$ cat config.mk
export PLATFORM = sky130hd
export DESIGN_NAME = mult_rr_arbiter
export DESIGN_NICKNAME = d
export VERILOG_FILES = /design/src/rtl/mult_rr_arbiter.sv
export SDC_FILE = /design/constraint.sdc
export NUM_CORES = 1
export LEC_CHECK = 0
export CAP_MARGIN = 20
export CORE_MARGIN = 5
export CORE_UTILIZATION = 44
export CTS_CLUSTER_SIZE = 25
export DETAILED_ROUTE_END_ITERATION = 8
export PLACE_DENSITY_LB_ADDON = 0.2
export SKIP_LAST_GASP = 1
export SLEW_MARGIN = 20
export SYNTH_ARGS = -nofsm -noshare
export SYNTH_HDL_FRONTEND = slang
export SYNTH_SLANG_ARGS = --single-unit
$ cat constraint.sdc
create_clock -name sys_clk -period 9.2 [get_ports sys_clk]
set_input_delay 2.76 -clock sys_clk [delete_from_list [all_inputs] [get_ports sys_clk]]
set_output_delay 2.76 -clock sys_clk [all_outputs]
set_load 0.02 [all_outputs]
$ cat src/rtl/mult_rr_arbiter.sv
// mult_rr_arbiter: round-robin share of one 16x9 multiplier.
// Registered operand stage feeds the multiplier; product captured with owner ID.
module mult_rr_arbiter #(
    parameter int N_REQ = 4,
    parameter int ID_W  = 2
) (
    input  logic                  sys_clk,
    input  logic                  sys_rst_n,
    input  logic [N_REQ-1:0]      req_valid,
    output logic [N_REQ-1:0]      req_ready,
    input  logic [16*N_REQ-1:0]   req_a,
    input  logic [9*N_REQ-1:0]    req_b,
    output logic [15:0]           mult_a,
    output logic [8:0]            mult_b,
    input  logic [24:0]           mult_c,
    output logic                  res_valid,
    input  logic                  res_ready,
    output logic [ID_W-1:0]       res_id,
    output logic [24:0]           res_data
);

    localparam logic [ID_W:0]   NREQ = (ID_W+1)'(N_REQ);
    localparam logic [ID_W-1:0] LAST = ID_W'(N_REQ - 1);

    logic            s1_valid_q, s1_valid_d;
    logic [15:0]     a_q, a_d;
    logic [8:0]      b_q, b_d;
    logic [ID_W-1:0] id_q, id_d;
    logic [ID_W-1:0] ptr_q, ptr_d;
    logic            res_valid_q, res_valid_d;
    logic [24:0]     res_data_q, res_data_d;
    logic [ID_W-1:0] res_id_q, res_id_d;

    logic [N_REQ-1:0] grant;
    logic [ID_W-1:0]  gnt_id;
    logic [ID_W:0]    idx;
    logic             found;
    logic [15:0]      a_sel;
    logic [8:0]       b_sel;
    logic             s1_en, s2_en, accept;

    assign s2_en  = !res_valid_q | res_ready;
    assign s1_en  = !s1_valid_q | s2_en;
    assign accept = found & s1_en;

    assign req_ready = grant & {N_REQ{s1_en}};
    assign mult_a    = a_q;
    assign mult_b    = b_q;
    assign res_valid = res_valid_q;
    assign res_id    = res_id_q;
    assign res_data  = res_data_q;

    // Round-robin search starting at ptr, wrapping modulo N_REQ.
    always_comb begin
        grant  = '0;
        gnt_id = '0;
        idx    = '0;
        found  = 1'b0;
        for (int k = 0; k < N_REQ; k++) begin
            idx = {1'b0, ptr_q} + (ID_W+1)'(k);
            if (idx >= NREQ) idx = idx - NREQ;
            if (!found && req_valid[idx[ID_W-1:0]]) begin
                found                   = 1'b1;
                grant[idx[ID_W-1:0]]    = 1'b1;
                gnt_id                  = idx[ID_W-1:0];
            end
        end
    end

    // Operand mux for the granted requester.
    always_comb begin
        a_sel = '0;
        b_sel = '0;
        for (int i = 0; i < N_REQ; i++) begin
            if (grant[i]) begin
                a_sel = req_a[16*i +: 16];
                b_sel = req_b[9*i +: 9];
            end
        end
    end

    // Next state for the operand and result stages.
    always_comb begin
        s1_valid_d  = s1_valid_q;
        a_d         = a_q;
        b_d         = b_q;
        id_d        = id_q;
        ptr_d       = ptr_q;
        res_valid_d = res_valid_q;
        res_data_d  = res_data_q;
        res_id_d    = res_id_q;
        if (s1_en) begin
            s1_valid_d = accept;
            if (accept) begin
                a_d   = a_sel;
                b_d   = b_sel;
                id_d  = gnt_id;
                ptr_d = (gnt_id == LAST) ? '0 : gnt_id + 1'b1;
            end
        end
        if (s2_en) begin
            res_valid_d = s1_valid_q;
            if (s1_valid_q) begin
                res_data_d = mult_c;
                res_id_d   = id_q;
            end
        end
    end

    // Pipeline and pointer registers, cleared asynchronously.
    always_ff @(posedge sys_clk or negedge sys_rst_n) begin
        if (!sys_rst_n) begin
            s1_valid_q  <= 1'b0;
            a_q         <= '0;
            b_q         <= '0;
            id_q        <= '0;
            ptr_q       <= '0;
            res_valid_q <= 1'b0;
            res_data_q  <= '0;
            res_id_q    <= '0;
        end else begin
            s1_valid_q  <= s1_valid_d;
            a_q         <= a_d;
            b_q         <= b_d;
            id_q        <= id_d;
            ptr_q       <= ptr_d;
            res_valid_q <= res_valid_d;
            res_data_q  <= res_data_d;
            res_id_q    <= res_id_d;
        end
    end

endmodule

## Word-level counts from Yosys, hierarchy flattened

Cells that the tools add are included.

- Flip-flop bits (word level): 58
- Latch bits: 0
- Bits in writable memories: 0
- Memory bits (read-only): 0
- Bits of input ports: 132
- Output and inout port bits: 57
- Word-level logic and storage cells: 91
- Memories: 0

- Add/sub/neg operators: 8
- $mul: 0
- Div/mod/pow operators: 0
- Order comparisons: 12
- Eq/ne operators: 1
- Shift-type cells: 0
- Muxes and demuxes: 41
- Bitwise operators: 7
- Reductions and logical operators: 14

Operators with widths:

| kind | count |
|---|---|
| 16-bit 2-to-1 mux | 4 |
| 9-bit 2-to-1 mux | 4 |
| 2-bit 2-to-1 mux | 9 |
| 4-bit 2-to-1 mux | 4 |
| 2-bit by 3-bit less-than comparator with 1-bit output, second input constant | 4 |
| 1-bit 2-to-1 mux | 12 |
| 4-bit OR | 3 |
| 3-bit greater-or-equal comparator, second input constant | 3 |
| 1-bit binary-select mux with 2-bit select | 4 |
| 1-bit demux with 2-bit select | 4 |
| 2-bit by 1-bit greater-or-equal comparator with 1-bit output, second input constant | 4 |
| 2-bit by 1-bit subtractor with 2-bit output, second input constant | 4 |
| 1-bit logical AND | 7 |
| 2-bit by 2-bit adder with 3-bit output, second input constant | 2 |
| 1-bit logical NOT | 5 |
| 4-bit bitwise AND | 1 |
| 2-bit AND reduction | 2 |
| 2-bit by 1-bit adder with 3-bit output, second input constant | 1 |
| 2-bit by 3-bit greater-or-equal comparator with 1-bit output, second input constant | 1 |
| 2-bit by 1-bit adder with 2-bit output, second input constant | 1 |
| 2-bit equality test, second input constant | 1 |
| 1-bit OR | 2 |
| 1-bit bitwise AND | 1 |

## Depth between registers and ports, before layout

Gate-level depths: netlist of the first run.

- Depth after elaboration: 18
- Depth in mapped cells: 14
- Gate-level depth less buffers: 8

## Least setup slack after synthesis of the first run

No wires, ideal clock.

- Kind: in2out
- Start: input port req_valid[0]
- End: output port req_ready[1]
- Data arrival time: 4.587 ns
- Required time: 6.440 ns
- Path slack: 1.853 ns
- Cell stages on the path: 9
- Path buffers: 4
- Cells stage by stage: buf_2 mux4_2 nand3b_1 a21o_1 buf_6 and3_1 buf_2 buf_6 nor2_1

- Cells in the longest elaborated chain, start to end: 13
- Elaborated cells between the ends (all ways): 25
- Classes of those cells: mux: 15; bitwise: 4; reduce/logical: 6

Ends and longest elaborated chain:

| what | line | text |
|---|---|---|
| start: declaration | 9 | `input logic [N_REQ-1:0] req_valid,` |
| 1-bit binary-select mux with 2-bit select | 62 | `if (!found && req_valid[idx[ID_W-1:0]]) begin` |
| 1-bit 2-to-1 mux (not written as such) | 62 |  |
| 1-bit 2-to-1 mux | 62 |  |
| 1-bit logical NOT | 62 |  |
| 1-bit logical AND | 62 |  |
| 1-bit 2-to-1 mux | 62 |  |
| 1-bit logical NOT | 62 |  |
| 1-bit logical AND | 62 |  |
| 1-bit 2-to-1 mux | 62 |  |
| 1-bit logical NOT | 62 |  |
| 1-bit logical AND | 62 |  |
| 4-bit 2-to-1 mux * | 62 |  |
| 4-bit bitwise AND * | 46 | `assign req_ready = grant & {N_REQ{s1_en}};` |
| end: declaration | 10 | `output logic [N_REQ-1:0] req_ready,` |

Mark *: on every way between the ends. The rest lies on a longest branch, timed or not. The select of a mux whose other input is x is not followed.

## Worst setup path in the final report of the first run

- Start: input port req_valid[1]
- End: output port req_ready[1]

Same word-level chain as after synthesis.

==> results of run 1 <==
[placed cells by master (no fill, tap or decap), drive strengths merged, types with 16 or more instances in the layout]
| master | instances |
|---|---|
| nand2 | 16 |
| mux2 | 28 |
| a31oi | 51 |
| o22ai | 28 |
| a221oi | 26 |
| clkdlybuf4s50 | 187 |
| or3 | 26 |
| inv | 55 |
| dfrtp | 58 |
[worst max-delay path: stages]
cell	delay [ns]
clkdlybuf4s50_1	0.71
and3b_1	0.25
o211a_1	0.25
o21ai_2	0.81
and3_1	0.31
nor2_1	0.05
clkdlybuf4s50_1	0.58
[per-stage QoR]
stage / cells / utilization (%) / instance area (um2)
final: 676 / 68.90 / 5921
after global routing: 676 / 68.90 / 5921
after CTS: 676 / 68.87 / 5918
after detailed placement: 661 / 66.63 / 5725
after global placement: 661 / 66.63 / 5725
after floorplan: 394 / - / 3827
[final cells by class]
class	instances	area [um2]
Sequential cell	58	1451
Tap cell	108	135.1
Timing Repair Buffer	197	1944
Multi-Input combinational cell	243	1991
Clock inverter	5	55.05
Fill cell	684	2673
Clock buffer	10	137.6
Inverter	55	206.4
[cell families after synthesis]
group / share of synthesized area (%)
DFF: 37.92
and+or+nand+nor: 11.18
adders and majority gates: 2.288
xor gates and xnor gates: 0.2289
muxes: 11.31
buffers and inverters: 10.59
AOI/OAI and AO/OA: 26.48
[where the power goes]
group          switching [mW]  internal (mW)  total, mW
Clock                   0.105          0.130      0.235
Sequential             0.0700          0.342      0.413
Combinational           0.578          0.477       1.05
Total                   0.753          0.949       1.70
[registers in the layout (all words and copies together) (netlist names), named ones only]
| name | cells |
|---|---|
| mult_a | 16 |
| mult_b | 9 |
| res_valid | 1 |
| id_q | 2 |
| ptr_q | 1 |
| res_id | 2 |
| s1_valid_q | 1 |
| res_data | 25 |
[worst max path at each step]
stage	from	end	slack [ns]	cells after the start
global route	req_valid[1]	req_ready[1]	0.60	7
finish	req_valid[1]	req_ready[1]	0.71	7
detailed placement	req_valid[1]	req_ready[1]	0.73	7
floorplan	req_valid[0]	req_ready[1]	1.85	9
global placement	req_valid[1]	req_ready[1]	0.81	7
CTS	req_valid[1]	req_ready[1]	0.73	7
[per-layer routing]
layer,GRT usage (%),vias up
met3,4.427,34
li1,-,1793
met5,0,-
met4,9.064,0
met1,30.16,1875
met2,41.24,206
==> flow_metrics.tcl, run 1 <==
set metrics [dict create \
    status "finished clean" \
    hold_path_end "id_q[0]$_DFFE_PN0P_" \
    globalRoute.totalOverflow 0 \
    dp_slack_ns 0.7333 \
    core_area_um2 8593 \
    post_cts_resized 0 \
    power_mw 1.702 \
    yosysTopAreaCell "dfrtp_1" \
    insertion_delay_ns 0.34 \
    synth_top_area_share_pct 37.92 \
    dr.pass1.iters 5 \
    die_h_um 103.3 \
    diodes 0 \
    detail_route.wl_per_cell_um 19.64 \
    synthArstFlopShare_pct 100.0 \
    grt_setup_unrepaired "no" \
    port_buffers 188 \
    tns_ns 0 \
    htree_levels 3 \
    ys_types 42 \
    drive_gt1_share_pct 15.32 \
    wirelength_met1_um 5231 \
    p_leak_nw 2.490 \
    worstRegToRegCells 9 \
    start_util_pct 44.54 \
    post-cts-setup-buffers 0 \
    io_pins 189 \
    finalCriticalPeriod_ns 8.488 \
    maxUsedRoutingLayer "met4" \
    wirelength_um 13270 \
    rows 34 \
    hp-class "register to register" \
    yosys_register_bits 58 \
    ir_drop_mv 0.2237 \
    r2r_end "mult_b[2]$_DFFE_PN0P_" \
    max-slew-margin-rel_pct 29.30 \
    arrival_ns 5.73 \
    min_period_over_period_pct 92.26 \
    holdWs_ns 0.4725 \
    syn-num-nets 533 \
    drt_iter0_drc 185 \
    worst_pin_slew_ns 1.060 \
    synth_common_cells "58 x dfrtp_1, 55 x inv_1, 51 x a31oi_1, 28 x mux2_2, 28 x o22ai_1" \
    hold_violations 0 \
    synth_ff_type "dfrtp_1" \
    grt_pass1_wl_um 20000 \
    antenna_left 0 \
    wl_met3_um 1050 \
    cp-end-kind "primary output" \
    cts.sinks 58 \
    area_delta_synth_final_pct 54.69 \
    wl_met2_um 6586 \
    fin_skew_ns 0.01487 \
    setup_ws_ns 0.7119 \
    die_w_um 103.3 \
    synth-edff-count 0 \
    worstHoldStart "id_q[0]$_DFFE_PN0P_" \
    slew_violations 0 \
    syn_inst 394 \
    nNetsFinal 703 \
    cts-buffers-inserted 9 \
    cp_max_fo 26 \
    antenna_found_initial 0 \
    synth_warnings 0 \
    min_path_cells 1 \
    setup_viol 0 \
    worst-setup-path-type "input port to primary output" \
    drc_errors 0 \
    root_buffer "clkbuf_8" \
    grtUsageTotal_pct 24.04 \
    hold_buffers 0 \
    syn-cell-area_um2 3827 \
    place_congestion 0.8763 \
    cp-start-kind "input port" \
    fmaxAchievable_mhz 117.8 \
    synth.area.top_cells "dfrtp_1 38%, a31oi_1 8.3%, a221oi_2 8.2%" \
    cts_tree "yes" \
    clkTransAtPathRegs_ns 0.07 \
    synth_most_common_cell "dfrtp_1" \
    hpwlAfterDp_um 9551 \
    cts_buffer_depth 2 \
    routed-via-count 3908 \
    dieArea_um2 10660 \
    avgSynthCellArea_um2 9.714 \
    cap_violations 0 \
    p_per_area_nw_per_um2 287.5 \
    grt_max_degree 59 \
    reg2reg_slack_ns 5.27 \
    via_per_inst 5.781 \
    grt_pass1_vias 3939 \
    cp.required_ns 6.44 \
    seq_area_frac_synth_pct 37.92 \
]
(Power assumes the default switching activity.)
==> inputs of run 2 (changes only) <==
--- a/config.mk
+++ b/config.mk
@@ -7,7 +7,7 @@
 export LEC_CHECK = 0
 export CAP_MARGIN = 20
 export CORE_MARGIN = 5
-export CORE_UTILIZATION = 44
+export CORE_UTILIZATION = 33
 export CTS_CLUSTER_SIZE = 25
 export DETAILED_ROUTE_END_ITERATION = 8
 export PLACE_DENSITY_LB_ADDON = 0.2
==> run 2 against run 1 <==
Sequential cell count did not move. Largest cell class unchanged. Maximum frequency rose by 2.1%. Clock skew fell by 0.013 ns. Die area rose by 30%. Combinational power barely moved. Cell area rose by 3.5%.
==> flow_metrics.tcl, run 2 (same netlist as run 1, synthesis figures left out) <==
set metrics [dict create \
    hold_buffers 0 \
    nNetsFinal 703 \
    dp_cells 695 \
    antenna_found_initial 0 \
    root_buffer "clkbuf_16" \
    crit_slowest_cell "clkdlybuf4s50_1" \
    via_per_inst 5.280 \
    cp_top_family "buffers and inverters" \
    fmaxAchievable_mhz 120.3 \
    fin_skew_ns 0.002356 \
    p_leak_nw 2.563 \
    final_cells 711 \
    hpwlAfterDp_um 9973 \
    final_core_util_pct 53.89 \
    antenna_left 0 \
    fill_cells 1021 \
    cts-buffers-inserted 9 \
    tns_ns 0 \
    finalCriticalPeriod_ns 8.315 \
    core_area_um2 11370 \
    dp_slack_ns 0.7277 \
    hold_violations 0 \
    holdWs_ns 0.4720 \
    drc_errors 0 \
    start_util_pct 33.66 \
    p_per_area_nw_per_um2 303.8 \
    slowest_delay_ns 0.64 \
    max-slew-margin-rel_pct 47.25 \
    post-cts-setup-buffers 0 \
    cp_cell_sequence "clkdlybuf4s50_1, mux4_2, nand3b_1, a21o_1, buf_4, and3_1, nor2_1, clkdlybuf4s50_1" \
    diodes 0 \
    clkTransAtPathRegs_ns 0.05 \
    grtUsageTotal_pct 19.39 \
    dr.pass1.iters 4 \
    finish.instance_area_um2 6127 \
    slew_violations 0 \
    cp.required_ns 6.44 \
    cts_buffer_depth 2 \
    critical_path_depth 8 \
    largest_reg_flops 25 \
    cap_violations 0 \
    ir_drop_mv 0.1724 \
    cp-start-kind "input port" \
    detail_route.wl_per_cell_um 19.21 \
    power_mw 1.861 \
    cpMostUsedCell "clkdlybuf4s50_1" \
    hp-class "register to register" \
    area_delta_synth_final_pct 60.09 \
    dieArea_um2 13850 \
    rows 39 \
    port_buffers 188 \
    final_common_cell "clkdlybuf4s50_1" \
    post_cts_resized 0 \
    cp-end-kind "primary output" \
    setup_ws_ns 0.8845 \
    die_h_um 117.7 \
    die_w_um 117.7 \
    cp_num_buf_inv 3 \
    cp_max_fo 26 \
    min_path_cells 1 \
    worst_pin_slew_ns 0.7912 \
    grt_max_degree 59 \
    grt_pass1_vias 3914 \
    routed-via-count 3754 \
    layout_common_cells "187 x clkdlybuf4s50_1, 58 x dfrtp_1, 55 x inv_1" \
    insertion_delay_ns 0.32 \
    grt_pass1_wl_um 21770 \
    cts.sinks 58 \
    worstRegToRegCells 10 \
    drt_iter0_drc 203 \
    globalRoute.totalOverflow 0 \
    wirelength_um 13660 \
    place_congestion 0.8178 \
    setup_viol 0 \
    arrival_ns 5.56 \
    min_period_over_period_pct 90.39 \
    io_pins 189 \
    cts_tree "yes" \
    status "finished clean" \
    worst-setup-path-type "input port to primary output" \
    htree_levels 3 \
    dpl_cell_area_um2 5772 \
    drive_gt1_share_pct 15.32 \
    grt_setup_unrepaired "no" \
]
run 2: changes by cell type in the layout (fill, tap and decap cells not counted):
cell | previous run | this run
buf_4 | 9 | 8
buf_6 | 0 | 1
bufinv_16 | 1 | 3
clkbuf_16 | 0 | 9
clkbuf_8 | 10 | 1
clkinv_2 | 2 | 1
clkinvlp_4 | 2 | 1
nor2_2 | 2 | 0
nor2_4 | 0 | 2
run 2: power breakdown:
| group | internal (mW) | switching [mW] |
|---|---|---|
| Sequential | 0.343 | 0.0724 |
| Combinational | 0.479 | 0.584 |
| Clock | 0.269 | 0.114 |
run 2: path summary, 6_finish.rpt:
check	from	endpoint	slack [ns]
min reg2reg	id_q[0]$_DFFE_PN0P_	id_q[0]$_DFFE_PN0P_	0.47
max	req_valid[2]	req_ready[1]	0.88
min in group asynchronous	sys_rst_n	mult_a[9]$_DFFE_PN0P_	2.59
min	id_q[0]$_DFFE_PN0P_	id_q[0]$_DFFE_PN0P_	0.47
max reg2reg	register	mult_b[4]$_DFFE_PN0P_	5.35
max in group asynchronous	sys_rst_n	id_q[0]$_DFFE_PN0P_	6.11
run 2: layout make-up:
cell class	count	area (um2)	area share [%]
multi-input cells	243	2001	32.65
repair buffers	197	1948	31.79
flip-flops and latches	58	1451	23.69
clock buffers	10	239.0	3.900
inverters	55	206.4	3.369
well taps	143	178.9	2.920
clock inverters	5	102.6	1.674
run 2: worst reg2reg max path, stage by stage, from the launching register on:
cell and delay (ns):
dfrtp_1 0.85, inv_1 0.21, ha_1 0.54, mux4_2 0.33, inv_1 0.10, a211o_1 0.30
a22oi_4 0.17, buf_4 0.35, nor3b_4 0.24, buf_4 0.41, a221oi_1 0.19
run 2: layer usage:
| layer | vias to the layer above | GRT usage [%] | share of wire [%] |
|---|---|---|---|
| li1 | 1794 | - | - |
| met2 | 166 | 29.84 | 46 |
| met4 | 0 | 8.889 | 3.3 |
| met1 | 1768 | 25.82 | 44 |
| met5 | - | 0 | 0 |
| met3 | 26 | 4.517 | 7.1 |
